--- config.mk ---
export PLATFORM = sky130hd
export DESIGN_NAME = wb_arbiter
export DESIGN_NICKNAME = d
export VERILOG_FILES = /design/src/rtl/wb_arbiter.sv
export SDC_FILE = /design/constraint.sdc
export NUM_CORES = 1
export LEC_CHECK = 0
export ABC_AREA = 0
export CAP_MARGIN = 10
export CORE_ASPECT_RATIO = 1.4
export CORE_UTILIZATION = 50
export CTS_CLUSTER_DIAMETER = 120
export DETAILED_ROUTE_END_ITERATION = 10
export MAX_ROUTING_LAYER = met4
export PLACE_DENSITY = 0.73
export SLEW_MARGIN = 20
export SYNTH_ARGS = -nofsm -noshare
export SYNTH_HDL_FRONTEND = slang
export SYNTH_SLANG_ARGS = --single-unit
--- constraint.sdc ---
create_clock -name clk -period 7.4 [get_ports clk]
set_clock_uncertainty 0.05 [all_clocks]
set_input_delay 2.22 -clock clk [delete_from_list [all_inputs] [get_ports clk]]
set_output_delay 2.22 -clock clk [all_outputs]
set_load 0.01 [all_outputs]
--- src/rtl/wb_arbiter.sv ---
// ---------------------------------------------------------------------------
// wb_arbiter
//
// Shares the single register-file write port between three result producers
// (ALU = src 0, FPU = src 1, memory unit = src 2). Every source owns a small
// FIFO; a round-robin arbiter drains at most one head entry per cycle into a
// registered write-back port. An integrated scoreboard keeps one pending bit
// per architectural register so issue logic can detect RAW/WAW hazards, and
// per-source busy flags let issue throttle producers before their FIFO fills.
//
// Ports:
//   clk, rstn                  clock, synchronous active-low reset
//   alu_addr/alu_val           ALU result (addr != 0 means valid)
//   fpu_addr/fpu_val           FPU result (addr != 0 means valid)
//   mem_addr/mem_val           load result (addr != 0 means valid)
//   iss_dd                     destination of the instruction issued now
//   q_rs/q_rt/q_dd             hazard query addresses
//   haz_rs/haz_rt/haz_dd       pending bit of each query (combinational)
//   src_busy[2:0]              FIFO count >= DEPTH-1 (ALU, FPU, MEM)
//   wb_addr/wb_val             registered write-back port (addr 0 = no write)
//   ovf[2:0]                   sticky per-source FIFO overflow
// ---------------------------------------------------------------------------
module wb_arbiter #(
    parameter int DEPTH  = 2,
    parameter int ADDR_W = 6,
    parameter int DATA_W = 32
) (
    input  logic              clk,
    input  logic              rstn,
    input  logic [ADDR_W-1:0] alu_addr,
    input  logic [DATA_W-1:0] alu_val,
    input  logic [ADDR_W-1:0] fpu_addr,
    input  logic [DATA_W-1:0] fpu_val,
    input  logic [ADDR_W-1:0] mem_addr,
    input  logic [DATA_W-1:0] mem_val,
    input  logic [ADDR_W-1:0] iss_dd,
    input  logic [ADDR_W-1:0] q_rs,
    input  logic [ADDR_W-1:0] q_rt,
    input  logic [ADDR_W-1:0] q_dd,
    output logic              haz_rs,
    output logic              haz_rt,
    output logic              haz_dd,
    output logic [2:0]        src_busy,
    output logic [ADDR_W-1:0] wb_addr,
    output logic [DATA_W-1:0] wb_val,
    output logic [2:0]        ovf
);

    localparam int NSRC  = 3;
    localparam int PTR_W = $clog2(DEPTH);
    localparam int NREG  = 1 << ADDR_W;

    localparam logic [PTR_W:0] FULL_LVL = (PTR_W+1)'(DEPTH);
    localparam logic [PTR_W:0] BUSY_LVL = (PTR_W+1)'(DEPTH - 1);

    logic [ADDR_W-1:0] in_addr [NSRC];
    logic [DATA_W-1:0] in_val  [NSRC];

    logic [ADDR_W-1:0] fifo_addr [NSRC][DEPTH];
    logic [DATA_W-1:0] fifo_val  [NSRC][DEPTH];
    logic [PTR_W-1:0]  wr_ptr    [NSRC];
    logic [PTR_W-1:0]  rd_ptr    [NSRC];
    logic [PTR_W:0]    count     [NSRC];

    logic [1:0]        rr_ptr;
    logic [NREG-1:0]   pending;
    logic [NREG-1:0]   pending_nxt;

    logic [NSRC-1:0]   req;
    logic [NSRC-1:0]   push;
    logic [NSRC-1:0]   pop;
    logic [NSRC-1:0]   accept;
    logic              grant_valid;
    logic [1:0]        grant_idx;
    logic [2:0]        cand;
    logic [ADDR_W-1:0] head_addr;
    logic [DATA_W-1:0] head_val;

    assign in_addr[0] = alu_addr;
    assign in_addr[1] = fpu_addr;
    assign in_addr[2] = mem_addr;
    assign in_val[0]  = alu_val;
    assign in_val[1]  = fpu_val;
    assign in_val[2]  = mem_val;

    // A push is accepted unless the FIFO is full and is not being drained
    // this same cycle; a full FIFO that is popped can take the new entry.
    always_comb begin
        for (int i = 0; i < NSRC; i++) begin
            req[i]      = (count[i] != '0);
            push[i]     = (in_addr[i] != '0);
            pop[i]      = grant_valid && (grant_idx == 2'(i));
            accept[i]   = push[i] && ((count[i] != FULL_LVL) || pop[i]);
            src_busy[i] = (count[i] >= BUSY_LVL);
        end
    end

    // Round-robin search starting at rr_ptr and wrapping 0->1->2->0; the
    // first non-empty FIFO found wins, so there is never more than one grant.
    always_comb begin
        grant_valid = 1'b0;
        grant_idx   = 2'd0;
        cand        = 3'd0;
        for (int k = 0; k < NSRC; k++) begin
            cand = {1'b0, rr_ptr} + 3'(k);
            if (cand >= 3'd3) begin
                cand = cand - 3'd3;
            end
            if (!grant_valid && req[cand[1:0]]) begin
                grant_valid = 1'b1;
                grant_idx   = cand[1:0];
            end
        end
    end

    always_comb begin
        head_addr = '0;
        head_val  = '0;
        for (int i = 0; i < NSRC; i++) begin
            if (pop[i]) begin
                head_addr = fifo_addr[i][rd_ptr[i]];
                head_val  = fifo_val[i][rd_ptr[i]];
            end
        end
    end

    // The issue-side set is applied after the write-back clear so that a new
    // producer for the same register keeps the pending bit alive.
    always_comb begin
        pending_nxt = pending;
        if (grant_valid) begin
            pending_nxt[head_addr] = 1'b0;
        end
        if (iss_dd != '0) begin
            pending_nxt[iss_dd] = 1'b1;
        end
        pending_nxt[0] = 1'b0;
    end

    // FIFO storage needs no reset: only count/pointers decide what is valid.
    always_ff @(posedge clk) begin
        for (int i = 0; i < NSRC; i++) begin
            if (accept[i]) begin
                fifo_addr[i][wr_ptr[i]] <= in_addr[i];
                fifo_val[i][wr_ptr[i]]  <= in_val[i];
            end
        end
    end

    always_ff @(posedge clk) begin
        if (!rstn) begin
            for (int i = 0; i < NSRC; i++) begin
                wr_ptr[i] <= '0;
                rd_ptr[i] <= '0;
                count[i]  <= '0;
            end
            rr_ptr  <= 2'd0;
            pending <= '0;
            wb_addr <= '0;
            wb_val  <= '0;
            ovf     <= '0;
        end else begin
            for (int i = 0; i < NSRC; i++) begin
                if (accept[i]) begin
                    wr_ptr[i] <= wr_ptr[i] + 1'b1;
                end
                if (pop[i]) begin
                    rd_ptr[i] <= rd_ptr[i] + 1'b1;
                end
                if (accept[i] && !pop[i]) begin
                    count[i] <= count[i] + 1'b1;
                end else if (!accept[i] && pop[i]) begin
                    count[i] <= count[i] - 1'b1;
                end
                if (push[i] && !accept[i]) begin
                    ovf[i] <= 1'b1;
                end
            end
            pending <= pending_nxt;
            if (grant_valid) begin
                wb_addr <= head_addr;
                wb_val  <= head_val;
                rr_ptr  <= (grant_idx == 2'd2) ? 2'd0 : grant_idx + 2'd1;
            end else begin
                wb_addr <= '0;
            end
        end
    end

    assign haz_rs = pending[q_rs];
    assign haz_rt = pending[q_rt];
    assign haz_dd = pending[q_dd];

endmodule

Word-level counts from Yosys, hierarchy flattened
Memories as Yosys holds them, arrays and structs flattened.
Index checks and enable logic that the tools add are counted.
Storage, ports and cells
  register bits after elaboration: 107
  memory bits (writable): 240
  input port bits: 140
  output and inout bits: 47
  word-level logic and storage cells: 246
  memories kept: 5
Cells by class
  $add $sub $neg: 18
  $lt $le $gt $ge: 25
  equality and inequality tests: 5
  muxes and demuxes: 122
  bitwise gates (word level): 21
  reductions and logical operators: 42
Memory list
  fifo_val: depth 3, width 64, read ports 3, clocked after memory_dff 0, wr ports 3, line 60  | logic [DATA_W-1:0] fifo_val [NSRC][DEPTH];
  fifo_addr: depth 3, width 12, read ports 3, clocked after memory_dff 0, wr ports 3, line 59  | logic [ADDR_W-1:0] fifo_addr [NSRC][DEPTH];
  count: depth 3, width 2, read ports 3, clocked after memory_dff 0, wr ports 3, line 63  | logic [PTR_W:0] count [NSRC];
  rd_ptr: depth 3, width 1, read ports 3, clocked after memory_dff 0, wr ports 3, line 62  | logic [PTR_W-1:0] rd_ptr [NSRC];
  wr_ptr: depth 3, width 1, read ports 3, clocked after memory_dff 0, wr ports 3, line 61  | logic [PTR_W-1:0] wr_ptr [NSRC];
Operators by type and width (number)
  32-bit 2-to-1 mux: 15
  64-bit 2-to-1 mux: 5
  32-bit demux with 1-bit select: 3
  6-bit 2-to-1 mux: 15
  64-bit bitwise AND: 1
  64-bit NOT: 1
  64-bit bitwise OR: 1
  1-bit 2-to-1 mux: 57
  12-bit 2-to-1 mux: 3
  6-bit by 7-bit less-than comparator with 1-bit output (second input constant): 5
  2-bit 2-to-1 mux: 13
  6-bit nonzero test: 4
  1-bit logical AND: 22
  1-bit binary-select mux with 6-bit select: 3
  6-bit demux with 1-bit select: 3
  2-bit >= comparator (second input constant): 7
  1-bit demux with 6-bit select: 2
  6-bit by 1-bit >= comparator with 1-bit output (second input constant): 2
  1-bit NOT with 2-bit output: 6
  1-bit bitwise OR: 12
  2-bit by 3-bit less-than comparator with 1-bit output (second input constant): 3
  2-bit by 1-bit adder with 2-bit output (second input constant): 4
  1-bit zero test: 8
  1-bit adder (second input constant): 6
  other kinds (15): 32

Logic depth before layout (Yosys ltp)
  word-level depth: 25
  gate-level depth with buffers: 13

Least setup slack after synthesis
Ideal clock, no wire load.
  kind: input-to-output
  from: in q_dd[0]
  to: out haz_dd
  arrival: 4.249 ns
  required time: 5.130 ns
  setup slack: 0.881 ns
  stages: 5
  cell sequence: clkbuf_1 -> clkbuf_1 -> mux4_2 -> mux4_2 -> mux4_2
Between the ends
  longest elaborated chain between the ends: 2
RTL lines
  start: declaration: line 39  | input logic [ADDR_W-1:0] q_dd,
  1-bit binary-select mux with 6-bit select: line 192  | assign haz_dd = pending[q_dd];
  1-bit 2-to-1 mux (implied by the code): line 192
  end: declaration: line 42  | output logic haz_dd,
No other way between the ends. The select of a mux whose other input is x is not followed.

Worst setup path in the final report
Same ends and word-level chain as after synthesis.

==> results.txt <==
Overflow after GRT - 0
fin area - 0.01908 sq mm
register share of total power - 32.7%
final wirelength - 40380 um
Async SR Flop Fraction - 0%
die height - 211.2 um
status - complete, no violations
Tmin final - 7.193 ns
hold path cells - 2
crit path kind - in2out
part of the power in combinational logic - 47.7%
PortBufs - 186
Hold Buf Count CTS - 0
CTS tree - done
ANT nets after route - 0
worst r2r path cells - 9
fraction of layout cells with a size suffix above 1 - 17.30%
Syn Area/Cell - 13.28 sq um
DR iter-0 viols - 768
Fmax - 139.0 MHz
Nets - 1488
Internal Pwr Total - 5342 uW
number of flops mapped to enable cells by yosys - 240
setup TNS - 0 ns
clock sink count - 346
# IOs - 187
initial antenna violation count - 8
Psw - 3879 uW
Gate Count Post-Synth - 1177
VDD IR max - 0.4792 mV
largest net degree at the start of global routing - 48
Final Wtd Congestion - 0.9320
Mapped Nets - 1327
worst-case clock buffer depth - 3
CP arrival - 4.92 ns
Worst Path Required - 5.13 ns
die area - 0.03198 sq mm
slew of the pin with the lowest slew margin - 1.052 ns
Worst Hold Class - reg2reg
Vias/cell - 6.114
synthesized cell area - 0.01563 sq mm
via count - 10770
final hold violation count - 0
Max-Cap Viols - 0
DPL Wire Length - 27560 um
FILL cells - 2359
row count - 76
Setup Buffers After CTS - 0
core area - 0.03081 sq mm
fin crit share - 97.21%
area delta synth->final - 22.04%
yosys warns - 0
Tot GR Track Use - 26.74%
sequential share of the synthesized area - 59.68%
TritonRoute pass-1 iters - 7
fin. max-slew vios - 0
post-cts sizing count - 0
sw frac - 42.07%
Root Buffer - clkbuf_16
synthesized flop and latch total - 346
startpoint types - primary input
DRC Markers - 0
Worst slew margin - 29.34%
Worst Setup End Kind - output port
LEAKAGE - 0.006530 uW
Final Setup Violations - 0
critical path peak fanout - 17
Clk Latency, worst-skew pair - 0.52 ns
Placed Area - 0.01787 sq mm
Power Dens Cells - 483.3 mW/mm^2
die outline width - 151.4 um
RSZ-0062 raised after global routing - false
Clock power frac - 19.6%
CTS H-tree depth - 2
Initial Utilization - 50.74%
drt wl/cell - 22.92 um
clk slew on worst S/H paths - 0.06 ns
Unique masters post-synth - 62
number of global-route vias before repair - 10890
prevailing post-synth register cell - edfxtp_1
first-pass GRT wire length - 61800 um
total CTS buffers - 34
-- cell usage in the layout (no fill, tap or decap), types with 5 or more instances in the layout --
cell and count:
nor3_2 12, nor4_1 21, clkbuf_1 6, edfxtp_1 240
diode_2 8, mux4_2 60, ha_1 10, nor2_4 7
mux2_2 39, nand2_1 54, nand3b_1 6, inv_1 14
nor3_1 13, a31oi_1 24, buf_4 20, and2_1 6
nor2_1 93, a311oi_2 13, dfxtp_1 106, or3_1 5
clkinv_2 6, buf_12 6, mux2i_1 78, clkbuf_16 36
clkdlybuf4s50_1 186, o21ai_0 83, a311oi_1 8, a21oi_1 95
o22ai_1 36
-- final timing paths --
check                           endpoint                   start  slack [ns]
hold reg to reg   wb_val[8]$_SDFFE_PN0N_  wb_val[8]$_SDFFE_PN0N_        0.41
setup reg to reg  pending[24]$_SDFF_PN0_  rr_ptr[0]$_SDFFE_PN0N_        3.75
setup / recovery                  haz_dd                 q_dd[0]        0.21
hold / removal    wb_val[8]$_SDFFE_PN0N_  wb_val[8]$_SDFFE_PN0N_        0.41
-- flip-flops by register name, summed over array words and instances, names as in the netlist --
signal and flops:
fifo_addr 36, fifo_val 192, ovf 3, pending 63, wr_ptr 3, rd_ptr 3
wb_val 32, rr_ptr 2, count 6, wb_addr 6
-- critical path, cell delays in order --
cell and delay, ns:
clkdlybuf4s50_1 0.51, buf_12 0.18, mux4_2 0.50, mux4_2 0.55, mux4_2 0.47, clkdlybuf4s50_1 0.50
-- layer usage --
| layer | GRT usage [%] | share of wire, % | vias up | routed length, um |
|---|---|---|---|---|
| li1 | - | - | 4882 | - |
| met1 | 29.65 | 36 | 5292 | 14610 |
| met2 | 45.44 | 52 | 492 | 20810 |
| met3 | 6.328 | 8.1 | 106 | 3271 |
| met4 | 11.48 | 4.2 | 0 | 1685 |
| met5 | - | 0 | - | 0 |
-- synthesized netlist by cell type, drive strengths merged (6+ instances only) --
| master | instances | share of area (%) |
|---|---|---|
| edfxtp | 240 | 46 |
| dfxtp | 106 | 14 |
| nor2 | 102 | 2.5 |
| a21oi | 95 | 3.0 |
| o21ai | 88 | 2.9 |
| mux2i | 78 | 5.0 |
| mux4 | 60 | 8.6 |
| nand2 | 55 | 1.3 |
| buf | 46 | 1.8 |
| clkbuf | 41 | 0.98 |
| mux2 | 41 | 3.0 |
| o22ai | 37 | 1.5 |
| nor3 | 28 | 1.5 |
| a31oi | 24 | 0.96 |
| nor4 | 24 | 1.1 |
| a311oi | 21 | 1.7 |
| inv | 15 | 0.36 |
| ha | 10 | 0.80 |
| and2 | 8 | 0.35 |
| nand3b | 6 | 0.29 |
-- per-stage QoR --
step	hold WS, ns	std cells	total power, uW	worst slack, ns	utilization, %
final	0.4104	1762	9221	0.2067	61.92
after global routing	0.4323	1762	9712	0.1093	61.92
after CTS	0.4115	1754	9242	0.2098	61.84
after detailed placement	0.3963	1692	7436	0.2128	58.00
after global placement	0.3877	1692	7345	0.2580	58.00
after floorplan	0.4333	1177	6171	0.8814	-
-- kinds of logic after synthesis --
logic type | synth area share, %
xor gates and xnor gates | 0.1121
buffers and inverters | 3.210
DFF | 59.68
and+or+nand+nor | 8.621
muxes | 16.62
adders and majority gates | 0.8004
AOI/OAI and AO/OA | 10.96
-- cell type report --
class / count / area (sq um) / area share [%]
flip-flops and latches: 346 / 9329 / 48.90
inverters: 16 / 60.06 / 0.3148
clock buffers: 45 / 964.7 / 5.057
multi-input cells: 728 / 5867 / 30.75
repair buffers: 212 / 2132 / 11.18
well taps: 390 / 488.0 / 2.558
diodes: 8 / 20.02 / 0.1049
clock inverters: 17 / 216.5 / 1.135
-- power groups by stage --
stage                     clock network, uW  registers [uW]  logic, uW
final                                  1810            3010       4400
after global routing                   1900            3070       4750
after CTS                              1820            3020       4400
after detailed placement                  0            3050       4380
after global placement                    0            3020       4320
after floorplan                           0            3030       3140
(Power assumes the default switching activity.)
